[src/rtl/int_seq_pkg.sv]
// Shared types and constants for the interrupt entry/return sequencer:
// CP0 op encodings, sequencer states, vector defaults and the control decode.
package int_seq_pkg;

  localparam int unsigned ADDR_W = 32;
  localparam int unsigned NUM_W  = 2;
  localparam int unsigned OP_W   = 2;

  localparam logic [ADDR_W-1:0] VEC_BASE_DEF   = 32'h0000_0800;
  localparam logic [ADDR_W-1:0] VEC_STRIDE_DEF = 32'h0000_0020;

  typedef enum logic [OP_W-1:0] {
    CP0_OP_NONE = 2'd0,
    CP0_OP_IRQ  = 2'd1,
    CP0_OP_RET  = 2'd2
  } cp0_op_e;

  typedef enum logic [2:0] {
    SEQ_IDLE   = 3'd0,
    SEQ_ENTRY  = 3'd1,
    SEQ_VECTOR = 3'd2,
    SEQ_RET    = 3'd3,
    SEQ_RESUME = 3'd4
  } seq_state_e;

  typedef struct packed {
    cp0_op_e op;
    logic    w_en_epc;
    logic    cpu_hold;
    logic    pc_redirect;
  } seq_ctl_t;

  // Single-bit control outputs as a pure function of the sequencer state.
  function automatic seq_ctl_t decode_ctl(input seq_state_e s);
    seq_ctl_t c;
    c = '{op: CP0_OP_NONE, w_en_epc: 1'b0, cpu_hold: 1'b0, pc_redirect: 1'b0};
    case (s)
      SEQ_ENTRY: begin
        c.op       = CP0_OP_IRQ;
        c.w_en_epc = 1'b1;
        c.cpu_hold = 1'b1;
      end
      SEQ_VECTOR: begin
        c.pc_redirect = 1'b1;
        c.cpu_hold    = 1'b1;
      end
      SEQ_RET: begin
        c.op       = CP0_OP_RET;
        c.cpu_hold = 1'b1;
      end
      SEQ_RESUME: begin
        c.pc_redirect = 1'b1;
        c.cpu_hold    = 1'b1;
      end
      default: ;
    endcase
    return c;
  endfunction

endpackage

[src/rtl/int_vec_calc.sv]
// Combinational per-source handler vector: base + num * stride, modulo 2^32.
module int_vec_calc
  import int_seq_pkg::*;
#(
  parameter logic [ADDR_W-1:0] VEC_BASE   = VEC_BASE_DEF,
  parameter logic [ADDR_W-1:0] VEC_STRIDE = VEC_STRIDE_DEF
) (
  input  logic [NUM_W-1:0]  num,
  output logic [ADDR_W-1:0] addr_c
);

  logic [ADDR_W-1:0] offset;

  assign offset = ADDR_W'(num) * VEC_STRIDE;
  assign addr_c = VEC_BASE + offset;

endmodule

[src/rtl/int_seq.sv]
// Interrupt entry/return sequencer driving the CP0 control inputs and PC redirect.
// Optional atomic IE save/disable/restore when INT_SEQ_ATOMIC_IE_EN is defined.
// The CP0 "int" signal is named int_in here because "int" is a reserved word.
module int_seq
  import int_seq_pkg::*;
#(
  parameter logic [ADDR_W-1:0] VEC_BASE   = VEC_BASE_DEF,
  parameter logic [ADDR_W-1:0] VEC_STRIDE = VEC_STRIDE_DEF
) (
  input  logic              clk,
  input  logic              rst_n,
  input  logic              en,
  input  logic              int_in,
  input  logic [NUM_W-1:0]  int_num,
  input  logic [ADDR_W-1:0] epc,
`ifdef INT_SEQ_ATOMIC_IE_EN
  input  logic [ADDR_W-1:0] ie,
`endif
  input  logic              instr_done,
  input  logic              is_eret,
  input  logic [ADDR_W-1:0] pc_next,
  output logic [OP_W-1:0]   op_cp0,
  output logic              w_en_epc,
  output logic [ADDR_W-1:0] epc_w_data,
  output logic              w_en_ie,
  output logic [ADDR_W-1:0] ie_w_data,
  output logic              cpu_hold,
  output logic              pc_redirect,
  output logic [ADDR_W-1:0] redirect_addr
);

  seq_state_e        state_q, state_d;
  logic [NUM_W-1:0]  num_q, num_d;
  logic [ADDR_W-1:0] pc_q, pc_d;
  seq_ctl_t          ctl_q, ctl_d;
  logic [ADDR_W-1:0] epc_w_data_q, epc_w_data_d;
  logic [ADDR_W-1:0] redirect_addr_q, redirect_addr_d;
  logic [ADDR_W-1:0] vec_addr_c;

  int_vec_calc #(
    .VEC_BASE  (VEC_BASE),
    .VEC_STRIDE(VEC_STRIDE)
  ) u_vec (
    .num   (num_q),
    .addr_c(vec_addr_c)
  );

  // Next state plus entry-time latches; outputs are the decode of the next
  // state so the registered outputs always match the registered state.
  always_comb begin
    state_d = state_q;
    num_d   = num_q;
    pc_d    = pc_q;
    case (state_q)
      SEQ_IDLE: begin
        if (instr_done && is_eret) begin
          state_d = SEQ_RET;
        end else if (instr_done && int_in) begin
          state_d = SEQ_ENTRY;
          num_d   = int_num;
          pc_d    = pc_next;
        end
      end
      SEQ_ENTRY:  state_d = SEQ_VECTOR;
      SEQ_VECTOR: state_d = SEQ_IDLE;
      SEQ_RET:    state_d = SEQ_RESUME;
      SEQ_RESUME: state_d = SEQ_IDLE;
      default:    state_d = SEQ_IDLE;
    endcase

    ctl_d           = decode_ctl(state_d);
    epc_w_data_d    = (state_d == SEQ_ENTRY) ? pc_d : '0;
    redirect_addr_d = (state_d == SEQ_VECTOR) ? vec_addr_c : '0;
  end

  // en=0 freezes state and outputs so a pending CP0 op is not re-issued.
  always_ff @(posedge clk or negedge rst_n) begin
    if (!rst_n) begin
      state_q         <= SEQ_IDLE;
      num_q           <= '0;
      pc_q            <= '0;
      ctl_q           <= '{op: CP0_OP_NONE, w_en_epc: 1'b0, cpu_hold: 1'b0, pc_redirect: 1'b0};
      epc_w_data_q    <= '0;
      redirect_addr_q <= '0;
    end else if (en) begin
      state_q         <= state_d;
      num_q           <= num_d;
      pc_q            <= pc_d;
      ctl_q           <= ctl_d;
      epc_w_data_q    <= epc_w_data_d;
      redirect_addr_q <= redirect_addr_d;
    end
  end

`ifdef INT_SEQ_ATOMIC_IE_EN
  logic [ADDR_W-1:0] ie_saved_q, ie_saved_d;
  logic              w_en_ie_q, w_en_ie_d;
  logic [ADDR_W-1:0] ie_w_data_q, ie_w_data_d;

  // Capture IE on entry, write it back with global enable cleared; restore on return.
  always_comb begin
    ie_saved_d  = ie_saved_q;
    w_en_ie_d   = 1'b0;
    ie_w_data_d = '0;
    if (state_q == SEQ_IDLE && state_d == SEQ_ENTRY) begin
      ie_saved_d = ie;
    end
    if (state_d == SEQ_ENTRY) begin
      w_en_ie_d   = 1'b1;
      ie_w_data_d = {ie_saved_d[ADDR_W-1:1], 1'b0};
    end else if (state_d == SEQ_RET) begin
      w_en_ie_d   = 1'b1;
      ie_w_data_d = ie_saved_q;
    end
  end

  always_ff @(posedge clk or negedge rst_n) begin
    if (!rst_n) begin
      ie_saved_q  <= 32'h1;
      w_en_ie_q   <= 1'b0;
      ie_w_data_q <= '0;
    end else if (en) begin
      ie_saved_q  <= ie_saved_d;
      w_en_ie_q   <= w_en_ie_d;
      ie_w_data_q <= ie_w_data_d;
    end
  end

  assign w_en_ie   = w_en_ie_q;
  assign ie_w_data = ie_w_data_q;
`else
  assign w_en_ie   = 1'b0;
  assign ie_w_data = '0;
`endif

  assign op_cp0      = ctl_q.op;
  assign w_en_epc    = ctl_q.w_en_epc;
  assign cpu_hold    = ctl_q.cpu_hold;
  assign pc_redirect = ctl_q.pc_redirect;
  assign epc_w_data  = epc_w_data_q;

  // Return target follows the live EPC during RESUME.
  assign redirect_addr = (state_q == SEQ_RESUME) ? epc : redirect_addr_q;

endmodule

[config.mk]
export PLATFORM = sky130hd
export DESIGN_NAME = int_seq
export DESIGN_NICKNAME = d
export VERILOG_FILES = /design/src/rtl/int_seq_pkg.sv /design/src/rtl/int_vec_calc.sv /design/src/rtl/int_seq.sv
export SDC_FILE = /design/constraint.sdc
export NUM_CORES = 1
export LEC_CHECK = 0
export ABC_AREA = 1
export CAP_MARGIN = 10
export CORE_MARGIN = 2
export CORE_UTILIZATION = 43
export CTS_CLUSTER_SIZE = 16
export DETAILED_ROUTE_END_ITERATION = 10
export PLACE_DENSITY_LB_ADDON = 0.1
export SYNTH_ARGS = -nofsm -noshare
export SYNTH_HDL_FRONTEND = slang
export SYNTH_SLANG_ARGS = --single-unit
[constraint.sdc]
create_clock -name clk -period 3.1 [get_ports clk]
set_clock_uncertainty 0.15 [all_clocks]
set_input_delay 0.93 -clock clk [delete_from_list [all_inputs] [get_ports clk]]
set_output_delay 0.93 -clock clk [all_outputs]
set_load 0.03 [all_outputs]
### Word level (Yosys, flattened, before mapping)

Cells that the tools add are included.

* muxes and demuxes: 13
* add/sub/neg operators: 1
* bitwise gates (word level): 1
* reductions and logical operators: 6
* equality and inequality tests: 7

Operator list (count)
* two-way mux 32 bit: 6
* adder 12 x 7 -> 13 bit (first input constant): 1
* equality test 3 x 2 -> 1 bit (second input constant): 3
* case mux 3 bit (3 select lines): 1
* equality test 3 x 1 -> 1 bit (second input constant): 2
* equality test 3 bit (second input constant): 2
* two-way mux 3 bit: 2
* case mux 2 bit (2 select lines): 1
* AND reduction 4 bit: 1
* OR reduction 4 bit: 1
* zero test 3 bit: 1
* two-way mux 1 bit: 3
* logical AND 1 bit: 2
* OR reduction 2 bit: 1
* inverter 1 bit: 1

* input port bits: 72
* bits in registers: 106
* output and inout bits: 102

### Depth between registers and ports, before layout

Gate-level depths: netlist of run 1.

* word-level depth: 7
* gate-level depth with buffers: 8
* gate-level depth less buffers: 7

### Hierarchy

From an unflattened synthesis of run 1, not the netlist that was laid out.

* cells, all modules: 703
* area total of the unflattened synthesis: 5477.8 µm²

Modules (own cells, without submodules)
* int_seq: cells each 669, area an instance 5230.0 µm², times used 1, seq. area each 2627.5 µm²
* int_vec_calc: cells each 34, area an instance 247.7 µm², times used 1, seq. area each 0.0 µm²

### Worst setup path after synthesis of run 1

No wires, ideal clock.

* path kind: input-to-output
* start point: input port epc[11]
* end point: output port redirect_addr[11]
* required time: 2.020 ns
* path slack: 0.578 ns
* stages on the path: 2
* data arrival time: 1.442 ns
* cells stage by stage: nor2_1 > a21oi_1

* cells in the longest elaborated chain, start to end: 1

RTL lines
* start: declaration: RTL line int_seq.sv:15 `input logic [ADDR_W-1:0] epc,`
* two-way mux 32 bit: RTL line int_seq.sv:143 `assign redirect_addr = (state_q == SEQ_RESUME) ? epc : redirect_addr_q;`
* end: declaration: RTL line int_seq.sv:29 `output logic [ADDR_W-1:0] redirect_addr`

Every way passes these cells.

### Worst setup path after layout of run 1

* start point: register state_q[0]
* end point: output port redirect_addr[17]

* cells in the longest elaborated chain, start to end: 2

RTL lines
* start: declaration: RTL line int_seq.sv:32 `seq_state_e state_q, state_d;`
* start signal: assignment: RTL line int_seq.sv:86 `state_q <= state_d;`
* equality test 3 bit: RTL line int_seq.sv:143
* two-way mux 32 bit: RTL line int_seq.sv:143

Every way passes these cells.

==> summary.md, run 1 <==
| Metric | Value |
|---|---|
| Crit path largest cell delay | `0.46 ns` |
| Gpl congestion | `0.7896` |
| Worst min path class | `flop to flop` |
| Max frequency | `0.3537 GHz` |
| Post-Syn Instances | `542` |
| Final wirelength | `9976 um` |
| Pin count of the biggest net entering global routing | `65` |
| GRT Overall Usage | `0.1843` |
| Synth Warn # | `0` |
| CP max stage cell | `dfrtp_1` |
| Number of global-route vias before repair | `3576` |
| Post-cts resize count | `0` |
| CP startpoint kind | `flop` |
| Detailed placement HPWL | `6819 um` |
| CTS Buffer Depth | `2` |
| Worst Path Arrival | `1.75 ns` |
| Synth area leader | `dfrtp_1` |
| Crit path cell chain | `inv_1 -> nand3_4 -> buf_4 -> nor2_1 -> buf_4` |
| Core footprint | `10180 sq um` |
| Clock Sinks | `76` |
| Die width | `105.9 um` |
| VDD IR max | `276.9 uV` |
| Delay-heaviest family, CP | `buffers and inverters` |
| DRT antenna net count | `0` |
| Final-report setup violation count | `0` |
| Avg Cell Area, Syn | `8.237 sq um` |
| Num rows | `37` |
| I/O pin count | `174` |
| Starting Density | `0.4383` |
| Clk root buf | `clkbuf_8` |
| Clock slew at reported path FFs | `0.08 ns` |
| Hold_buf cts | `0` |
| Worst-path maximum fanout | `22` |
| Slew Viols, Final | `0` |
| Share of Yosys cell area claimed by the top area cell type | `0.4260` |
| Via/cell ratio | `4.525` |
| Crit Path Category | `flop to output pin` |
| # diodes | `0` |
| DRT Pass-1 Iters | `4` |
| DRT iter0 DRCs | `203` |
| Synth Register Bits | `76` |
| CTS Buf Count | `9` |
| Post-Syn Area | `4464 sq um` |
| Library cells used by synthesis | `24` |
| Area contributors post-synth | `dfrtp_1, nand2_1, nand2_4, buf_4, inv_1` |
| Crit path buf inv count | `3` |
| Unrepaired setup endpoints after global routing | `no` |
| Routed len/inst | `12.32 um` |
| Antenna violations before repair | `0` |
| Remaining Overflow, GRT | `0` |
| NumNets Final | `743` |
| Global-route wire length before repair | `16840 um` |
| Status | `completed` |
| Port buffer count | `140` |
| TritonCTS clock tree | `built` |
| Final Hold Fails | `0` |
| Total of max-cap violations | `0` |
| Die ar. | `11210 sq um` |
| Worst slew margin | `0.5251` |
| Leakage power | `3.049 nW` |
| Via count | `3665` |
| DR DRC count | `0` |
| Share of cells above drive strength 1 | `0.2077` |
| Setup TNS | `0 ns` |
| PnR Total Power | `3.085 mW` |
| Endpoint required time on the critical path | `2.02 ns` |
| CTS H-tree lvls | `3` |
| Top cell by count, worst path | `buf_4` |
| Setup Buffers After CTS | `0` |
| Fill count | `935` |
| Pwr/cell area | `522.8 nW/um^2` |
| Crit path time final | `2.827 ns` |
| Area grow syn2layout | `32.17%` |
| CP endpoint kind | `output pin` |
| Register area share after synthesis | `0.4260` |
| Worst slew pin tran | `0.7123 ns` |
| Clk_lat worst skew | `0.34 ns` |
| Die Ht | `105.9 um` |
| Period utilisation layout | `0.9120` |
[worst reg2reg max path, stage by stage, from the launching register on]
cell and delay, ns:
dfrtp_1 0.39, inv_1 0.15, nand2_2 0.09, nor2_4 0.15, nand2_8 0.36, nor2_1 0.40
o21ai_2 0.08
[per-layer routing]
metal	wire length, um	up-vias	global-route usage
met2	4712	123	0.3046
met5	0	-	0
met4	107	0	0.04887
met3	660	11	0.04966
li1	-	1846	-
met1	4496	1685	0.2400
[synth_stat cells]
cell      count
buf_6         7
o21ai_2      28
o22ai_1       2
buf_12        3
nand4_1      32
nor2_1       67
nand2_8       1
clkbuf_1      6
nand3_2       1
o21ai_0       7
o21ai_1       4
conb_1        1
buf_4        37
nand2_4      28
o31ai_1       1
inv_2         2
dfrtp_1      76
nor2_4        3
nand2_1     126
a21oi_1       5
nand2_2      22
inv_1        72
nand3_1       3
buf_2         8
[registers in the layout (all words and copies together) (netlist names)]
name             cells
cpu_hold             1
epc_w_data          32
num_q                2
op_cp0               2
pc_q                32
pc_redirect          1
redirect_addr_q      3
state_q              3
[report_power, final]
| group | switching [mW] | internal (mW) |
|---|---|---|
| logic | 0.590 | 0.387 |
| clock network | 0.365 | 0.525 |
| registers | 0.0777 | 1.14 |
| total | 1.03 | 2.05 |
[worst paths after layout]
| kind | from | to | slack [ns] | depth (start not counted) |
|---|---|---|---|---|
| min | epc_w_data[29] | epc_w_data[29] | 0.33 | 2 |
| max | state_q[0] | redirect_addr[17] | 0.27 | 5 |
| min in group asynchronous | rst_n | epc_w_data[25] | 0.36 | 1 |
| min reg2reg | epc_w_data[29] | epc_w_data[29] | 0.33 | 2 |
| max reg2reg | state_q[1] | pc_q[29] | 1.23 | 6 |
| max in group asynchronous | rst_n | pc_q[8] | 1.82 | 2 |
[stage by stage]
stage / cells / setup slack (ns) / hold WS [ns] / instance area (sq um) / utilization
2_1_floorplan: 574 / 0.5776 / 0.3050 / 4584 / -
6_report: 810 / 0.2727 / 0.3311 / 5901 / 0.5794
5_1_grt: 810 / 0.1075 / 0.3530 / 5901 / 0.5794
3_3_place_gp: 796 / 0.2608 / 0.3120 / 5667 / 0.5564
3_5_place_dp: 796 / 0.2646 / 0.3147 / 5667 / 0.5564
4_1_cts: 810 / 0.07294 / 0.3347 / 5893 / 0.5786
[final cells by class]
cell class	count	area, sq um	area share
multi-input cells	363	1933	0.3276
repair buffers	147	1391	0.2358
clock buffers	9	123.9	0.02099
flip-flops and latches	76	1902	0.3223
inverters	74	277.8	0.04707
clock inverters	5	102.6	0.01739
well taps	136	170.2	0.02884
[cells by family after synthesis]
family          synth area share
flops                     0.4260
other cells            0.0008400
simple gates              0.3262
buf+inv                   0.1696
compound gates           0.07735
[cells in the final DEF (no fill, tap or decap)]
cell / n
o21ai_1: 4
nand4_1: 32
clkinv_2: 1
nor2_1: 67
nand2_1: 126
buf_4: 38
inv_1: 72
dfrtp_1: 76
buf_2: 1
inv_2: 2
nand3_1: 3
o22ai_1: 2
clkinvlp_4: 1
bufinv_16: 3
nand2_4: 28
nand2_8: 1
o31ai_1: 1
o21ai_0: 7
buf_12: 2
conb_1: 33
nand2_2: 22
nor2_4: 3
clkbuf_8: 9
a21oi_1: 5
nand3_4: 1
clkdlybuf4s50_1: 106
o21ai_2: 28
Power figures use the tool's default switching activity.
==> run 2, diff against run 1 <==
- CORE_UTILIZATION: 43 -> 40
- GPL_ROUTABILITY_DRIVEN: unset -> 0
- clock period: 3.1 -> 2.4 ns (I/O delays scaled with it)
==> run 2 against run 1 <==
  * The flow now finishes with violations (setup timing)
  * Flip-flop and latch count unchanged
  * Utilization fell by 1.3 points
  * Combinational power increased by 39%
  * Cell area increased by 4.6%
  * Register-to-register slack worse by 0.51 ns
  * Non-clock buffer count increased by 12
  * Power up 30%
  * Critical path type is now input port to output pin
  * Largest power group unchanged
==> summary.md, run 2 (synthesis results as in run 1) <==
| Metric | Value |
|---|---|
| Status | `finished with violations` |
| Failing checks | `setup timing` |
| Number of global-route vias before repair | `3597` |
| Crit path cell chain | `clkdlybuf4s50_1 -> inv_1 -> nor2_1 -> buf_4` |
| Total of max-cap violations | `0` |
| DRT antenna net count | `0` |
| VDD IR max | `284.3 uV` |
| Area grow syn2layout | `38.20%` |
| Post-route setup slack | `-0.001138 ns` |
| Via/cell ratio | `4.551` |
| Worst Path Arrival | `1.53 ns` |
| Most frequent cells in the layout | `nand2_1, clkdlybuf4s50_1, dfrtp_1` |
| Clk root buf | `clkbuf_8` |
| Slew Viols, Final | `0` |
| Fill count | `998` |
| Die Ht | `109.6 um` |
| Endpoint required time on the critical path | `1.53 ns` |
| Port buffer count | `140` |
| Global-route wire length before repair | `16510 um` |
| Die ar. | `12020 sq um` |
| I/O pin count | `174` |
| Reg2reg setup slack | `0.72 ns` |
| CTS H-tree lvls | `3` |
| Crit path buf inv count | `3` |
| Most common cell after layout, fill and taps aside | `nand2_1` |
| Reg2Reg Depth | `7` |
| DR DRC count | `0` |
| CP max stage cell | `clkdlybuf4s50_1` |
| R2R Path Start | `state_q[1]` |
| CP endpoint kind | `output pin` |
| PnR Total Power | `4.014 mW` |
| Final wirelength | `10550 um` |
| Crit path time final | `2.401 ns` |
| Seq pwr share | `0.391` |
| Remaining Overflow, GRT | `0` |
| Switching part of the total | `0.3466` |
| Share of cells above drive strength 1 | `0.2456` |
| Via count | `3768` |
| TritonCTS clock tree | `built` |
| GRT Overall Usage | `0.1749` |
| CTS Buffer Depth | `2` |
| Leakage power | `3.169 nW` |
| Worst-path maximum fanout | `1` |
| Crit Path Category | `input port to output pin` |
| NumNets Final | `755` |
| Final Hold Fails | `0` |
| Clk_lat worst skew | `0.35 ns` |
| Levels on crit path | `4` |
| Pwr/cell area | `650.6 nW/um^2` |
| Crit path largest cell delay | `0.46 ns` |
| DRT Pass-1 Iters | `4` |
| DRT iter0 DRCs | `142` |
| Hold_buf cts | `0` |
| Antenna violations before repair | `0` |
| Core footprint | `10890 sq um` |
| Internal power | `2.623 mW` |
| NetSw | `1.391 mW` |
| Routed len/inst | `12.74 um` |
| CTS Buf Count | `9` |
| Detailed placement HPWL | `7241 um` |
| Worst min path class | `input port to async pin` |
| Pin count of the biggest net entering global routing | `45` |
| Unrepaired setup endpoints after global routing | `yes` |
| Num rows | `38` |
| Hold WS | `0.1549 ns` |
| Clock power frac | `0.269` |
| Clock slew at reported path FFs | `0.08 ns` |
| Starting Density | `0.4100` |
| Final-report setup violation count | `1` |
| Die width | `109.6 um` |
| Clock Sinks | `76` |
| CP startpoint kind | `input port` |
| Reg-to-reg endpoint | `num_q[0]` |
| Setup TNS | `-0.001138 ns` |
| Period utilisation layout | `1.000` |
| Max frequency | `0.4165 GHz` |
| Delay-heaviest family, CP | `buffers and inverters` |
| # diodes | `0` |
| Combinational Power Share | `0.340` |
## run 2: changes by cell type in the layout (fill, tap and decap cells not counted), moves of 3 or more
cell	before	now
clkbuf_16	0	3
nor2_2	0	8
buf_6	0	7
nor2_1	67	57
buf_12	2	6
## run 2: power groups by stage
stage                     logic [mW]  registers [mW]  clock network (mW)
after floorplan                0.931            1.63                   0
after global placement          1.27            1.58                   0
after detailed placement        1.30            1.60                   0
after CTS                       1.31            1.57                1.12
after global routing            1.50            1.60                1.18
final                           1.36            1.57                1.08
## run 2: worst max path at each step
stage / to / from / slack [ns]
after CTS: redirect_addr[5] / state_q[2] / 0.001
after global placement: redirect_addr[17] / epc[17] / -0.02
after global routing: redirect_addr[25] / state_q[0] / -0.06
final: redirect_addr[25] / epc[25] / -0.001
after floorplan: redirect_addr[11] / state_q[0] / 0.14
after detailed placement: redirect_addr[17] / epc[17] / -0.04
## run 2: timing repair
| item | 4_1_cts | 5_1_grt |
|---|---|---|
| cloned | 0 | 3 |
| hold endpoints to repair | 0 | 0 |
| setup buffers | 0 | 3 |
| pin swaps | 0 | 7 |
| resized for setup | 6 | 25 |
| setup endpoints to repair | 6 | 14 |
## run 2: area by class of cell
cell class	count	area [sq um]	share of cell area
inverters	74	277.8	0.04502
well taps	140	175.2	0.02839
clock inverters	7	91.34	0.01480
flip-flops and latches	76	1903	0.3085
clock buffers	9	123.9	0.02008
multi-input cells	363	1983	0.3214
repair buffers	159	1615	0.2618
## run 2: per-stage QoR
| step | worst slack, ns | utilization | cell area, sq um | instances |
|---|---|---|---|---|
| 3_3_place_gp | -0.02113 | 0.5285 | 5754 | 806 |
| 2_1_floorplan | 0.1389 | - | 4584 | 574 |
| 3_5_place_dp | -0.04391 | 0.5285 | 5754 | 806 |
| 6_report | -0.001138 | 0.5667 | 6170 | 828 |
| 5_1_grt | -0.05829 | 0.5667 | 6170 | 828 |
| 4_1_cts | 0.001156 | 0.5495 | 5983 | 822 |
## run 2: routing by layer
layer | routed length (um) | vias up | global-route usage
met1 | 4559 | 1757 | 0.2229
met4 | 176 | 0 | 0.06962
met5 | 0 | - | 0
met3 | 660 | 14 | 0.03201
met2 | 5156 | 118 | 0.2937
li1 | - | 1879 | -
==> edit 1 (config.mk and constraints of run 2) <==
Encoding of `seq_state_e`: now one-hot (5 bits for 5 states).
--- a/src/rtl/int_seq_pkg.sv
+++ b/src/rtl/int_seq_pkg.sv
@@ -17,8 +17,8 @@
 
-  typedef enum logic [2:0] {
-    SEQ_IDLE   = 3'd0,
-    SEQ_ENTRY  = 3'd1,
-    SEQ_VECTOR = 3'd2,
-    SEQ_RET    = 3'd3,
-    SEQ_RESUME = 3'd4
+  typedef enum logic [4:0] {
+    SEQ_IDLE   = 5'b00001,
+    SEQ_ENTRY  = 5'b00010,
+    SEQ_VECTOR = 5'b00100,
+    SEQ_RET    = 5'b01000,
+    SEQ_RESUME = 5'b10000
   } seq_state_e;
Behaviour: no difference found for any inputs over 10 cycles, from zero or initial values and one cycle with rst_n low; not proved beyond that.
==> edit 1 against run 2 <==
Via count fell by 34%; maximum frequency grew 0.82%; sequential share of layout area shrank 1.8 points; final cell count down 35%; setup slack gained 0.020 ns; cell area fell by 36%; routed wire length shrank 34%; area after synthesis down 45%; non-clock buffer count stayed put; critical path depth grew 1; power decreased by 42%; sequential cell count decreased by 30.
==> edit 1: results (changes against run 2) <==
outcome finished clean; vias in the first global route 2266 (-37%); count leader, synth nand2_1; post-synthesis sequential area ratio 46.7% (+4.1 points); DR pass1 iterations 4 (unchanged); top_reg_cell synth dfrtp_1; pin count of the biggest net entering global routing 32 (-29%); slowest cell delay on critical path 0.41 ns (-0.05 ns); CP Data Arrival Time 1.51 ns (-0.02 ns); clk_lat worst skew 0.29 ns (-0.06 ns); Post-DP HPWL 4910 um (-32%); Pleak 2.14 nW (-33%); n_diodes 0 (unchanged); pre-CTS setup slack -0.00233 ns (+0.0416 ns); delay-heaviest family, CP buffers and inverters; via count 2489 (-34%); Post-synth ARST share 100% (unchanged); routed wire length 6960 um (-34%); Yosys Warn Count 0 (unchanged); Largest register FFs 32; fill count 495 (-50%); Netlist cell types 18 (-25%); Worst Hold Class primary input to asynchronous set/reset pin; Total GRT Usage 19.7% (+2.2 points); synth top area cells dfrtp_1 (46%), nand2_1 (14%), buf_4 (10%); crit path max fanout 17 (+16); Max VDD drop 364 uV (+28%); placed cell area 3740 um^2 (-35%); H-tree Lvls 2 (-1); # port buffers 140 (unchanged); most common library cells after synthesis nand2_1 (90), dfrtp_1 (45), inv_1 (40); Max Buffers Root-to-Sink 2 (unchanged); placed insts 526 (-35%); Wirelength per Cell 12.8 um (+0.69%); first-pass GRT wire length 10300 um (-38%); DRT iter0 DRCs 180 (+27%); Final nets 539 (-29%); share of layout cells above drive strength 1 15.4% (-9.1 points); Crit-path slowest cell dfrtp_1; CTS Buf Count 5 (-4); Avg Synthesized Cell Area 7.64 um^2 (-7.3%); antenna violations before repair 0 (unchanged)
[edit 1: layer usage]
layer,routed length [um],vias to the layer above,GRT usage (%)
met2,3550,102,35.5
met5,0,-,0
met1,2730,1162,22.5
met3,583,10,5.54
met4,91,0,5.90
li1,-,1215,-
[edit 1: report_power, final]
part / internal [W] / switching, W / total, W
sequential: 0.000861 / 0.0000571 / 0.000918
combinational: 0.000380 / 0.000590 / 0.000970
clock: 0.000200 / 0.000245 / 0.000445
total: 0.00144 / 0.000893 / 0.00233
[edit 1: worst paths after layout]
kind                                           start                    endpoint  slack [ns]  cells past startpoint
max in group asynchronous                      rst_n      state_q[0]$_DFFE_PN1P_        1.25                      2
min in group clk           epc_w_data[2]$_DFFE_PN0P_   epc_w_data[2]$_DFFE_PN0P_        0.33                      2
min                                            rst_n  epc_w_data[11]$_DFFE_PN0P_        0.25                      1
min reg2reg                epc_w_data[2]$_DFFE_PN0P_   epc_w_data[2]$_DFFE_PN0P_        0.33                      2
max                           state_q[3]$_DFFE_PN0P_           redirect_addr[26]        0.02                      5
max reg2reg                   state_q[1]$_DFFE_PN0P_  epc_w_data[10]$_DFFE_PN0P_        0.61                      8
[edit 1: area by class of cell]
| class | count | area (um^2) | area share, % |
|---|---|---|---|
| Sequential cell | 46 | 1150 | 29.0 |
| Clock buffer | 6 | 72.6 | 1.83 |
| Clock inverter | 1 | 7.51 | 0.189 |
| Multi-Input combinational cell | 214 | 963 | 24.3 |
| Inverter | 41 | 154 | 3.88 |
| Tap cell | 75 | 93.8 | 2.36 |
| Timing Repair Buffer | 159 | 1530 | 38.4 |
[edit 1: logic make-up (layout without fill, tap and decap cells)]
family	Yosys count	after routing	share of synthesized area, %
simple gates	169	169	30.1
buf+inv	95	207	20.6
flops	46	46	46.7
other cells	1	33	0.152
compound gates	12	12	2.43
[edit 1: metrics by stage]
stage / setup TNS [ns] / util [%]
after floorplan: 0 / -
after global placement: -0.0119 / 62.8
after detailed placement: -0.00233 / 62.8
after CTS: 0 / 65.5
after global routing: -0.673 / 66.6
final: 0 / 66.6
[edit 1: what timing repair did]
item                                    4_1_cts  5_1_grt
resized for setup                             5       11
pin swaps                                     3        3
gates cloned                                  1        0
hold buffers                                  0        0
setup buffers                                 4        4
endpoints found under the setup margin        4       22
==> edit 2 (settings of run 2) <==
Made on the original files. `ADDR_W`: 32 -> 28.
--- a/src/rtl/int_seq_pkg.sv
+++ b/src/rtl/int_seq_pkg.sv
@@ -4,3 +4,3 @@
 
-  localparam int unsigned ADDR_W = 32;
+  localparam int unsigned ADDR_W = 28;
   localparam int unsigned NUM_W  = 2;
Interface: changed (5 resized); port bits go from 174 to 154. The function was not compared with the original's and may differ.
==> edit 2 against run 2 <==
Setup slack better by 0.033 ns; sequential cell count down 36; area after synthesis down 50%; synthesized cell count down 50%; clock power down 44%; routed wire length down 51%; cell area down 43%; sequential share of layout area down 2.4 points; hold slack better by 0.072 ns; power down 49%; register-to-register slack better by 0.28 ns; critical endpoint is now redirect_addr[24]; largest power group unchanged.
==> edit 2: results (changes against run 2) <==
outcome finished clean; clk_lat worst skew 0.29 ns (-0.06 ns); Netlist cell types 22 (-8.3%); first-pass GRT wire length 8360 um (-49%); pin count of the biggest net entering global routing 38 (-16%); post-CTS setup buffers 0 (unchanged); synth top area cells dfrtp_1 (45%), buf_4 (11%), inv_1 (11%); Clock transition at path regs 0.08 ns (about the same); P_int 0.00138 W (-47%); H-tree Lvls 2 (-1); DR pass1 iterations 4 (unchanged); routed wire length 5170 um (-51%); Mapped Cells 273 (-50%); Worst Hold Class primary input to asynchronous set/reset pin; top_reg_cell synth dfrtp_1; crit path max fanout 1 (unchanged); count leader, synth inv_1; slowest cell delay on critical path 0.46 ns (about the same); Max Buffers Root-to-Sink 2 (unchanged); n_diodes 0 (unchanged); Largest register FFs 28; via count 1949 (-48%); post-synthesis sequential area ratio 45.2% (+2.6 points); Max VDD drop 294 uV (+3.3%); Crit-path slowest cell clkdlybuf4s50_1; Via-to-Cell Ratio 4.15 (-8.9%); Final nets 461 (-39%); CTS Buf Count 5 (-4); Post-synth ARST share 100% (unchanged); DRT iter0 DRCs 52 (-63%); pre-CTS setup slack -0.0676 ns (-0.0237 ns); share of layout cells above drive strength 1 19.8% (-4.7 points); Root Driver clkbuf_8; Yosys Warn Count 0 (unchanged); ANT nets after route 0 (unchanged); Pleak 1.88 nW (-41%); Post-DP HPWL 3990 um (-45%); delay-heaviest family, CP buffers and inverters; Final Hold Vio Count 0 (unchanged); CP Data Arrival Time 1.50 ns (-0.03 ns); # port buffers 124 (-11%); Total GRT Usage 17.3% (-0.21 points); antenna violations before repair 0 (unchanged); vias in the first global route 1825 (-49%); most common library cells after synthesis inv_1 (62), nand2_1 (45), dfrtp_1 (40)
[edit 2: repair_timing]
action	CTS	global route
pin swaps	0	5
cloned	0	0
resized for setup	6	9
setup endpoints to repair	5	8
[edit 2: cells by family after synthesis]
kind of cell / Yosys count / synth area share, %
AO/OA/AOI/OAI: 41 / 13.1
buffers and inverters: 109 / 25.6
flip-flops: 40 / 45.2
other: 1 / 0.170
AND/OR/NAND/NOR: 82 / 16.0
[edit 2: power groups by stage]
stage | sequential [W] | combinational, W | clock [W]
after detailed placement | 0.000781 | 0.000657 | 0
final | 0.000769 | 0.000660 | 0.000600
after CTS | 0.000769 | 0.000662 | 0.000615
after global placement | 0.000779 | 0.000653 | 0
after floorplan | 0.000847 | 0.000339 | 0
after global routing | 0.000777 | 0.000712 | 0.000649
[edit 2: cell type report]
cell class                 instances  area, um^2
fill                             485        1910
timing repair buffer             133        1290
sequential                        40        1000
multi-input combinational        152         776
inverter                          65         244
clock buffer                       7        96.3
tap                               72        90.1
clock inverter                     1        30.0
[edit 2: path summary, 6_finish.rpt]
path	startpoint	endpoint	slack, ns	cells after the start
min in group clk	num_q[1]$_DFFE_PN0P_	num_q[1]$_DFFE_PN0P_	0.33	2
worst min register to register	num_q[1]$_DFFE_PN0P_	num_q[1]$_DFFE_PN0P_	0.33	2
worst max register to register	state_q[2]$_DFFE_PN0P_	epc_w_data[20]$_DFFE_PN0P_	1.00	6
worst max-delay path	epc[24]	redirect_addr[24]	0.03	4
worst min-delay path	rst_n	epc_w_data[16]$_DFFE_PN0P_	0.23	1
max in group asynchronous	rst_n	redirect_addr_q[6]$_DFFE_PN0P_	1.39	2
[edit 2: per-stage QoR]
step           instance area (um^2)  total power, W  hold WS [ns]  setup TNS (ns)  utilization (%)
2_1_floorplan                  2320         0.00119         0.274               0                -
3_3_place_gp                   3360         0.00143         0.315          -0.111             61.7
3_5_place_dp                   3360         0.00144         0.319          -0.115             61.7
5_1_grt                        3520         0.00214         0.261               0             64.8
6_report                       3520         0.00203         0.227               0             64.8
4_1_cts                        3500         0.00205         0.243               0             64.3
[edit 2: layer usage]
layer  GRT usage [%]  wire length [um]
met1            18.1              2020
met5               0                 0
met3            6.90               526
met2            31.6              2540
met4            5.44                82
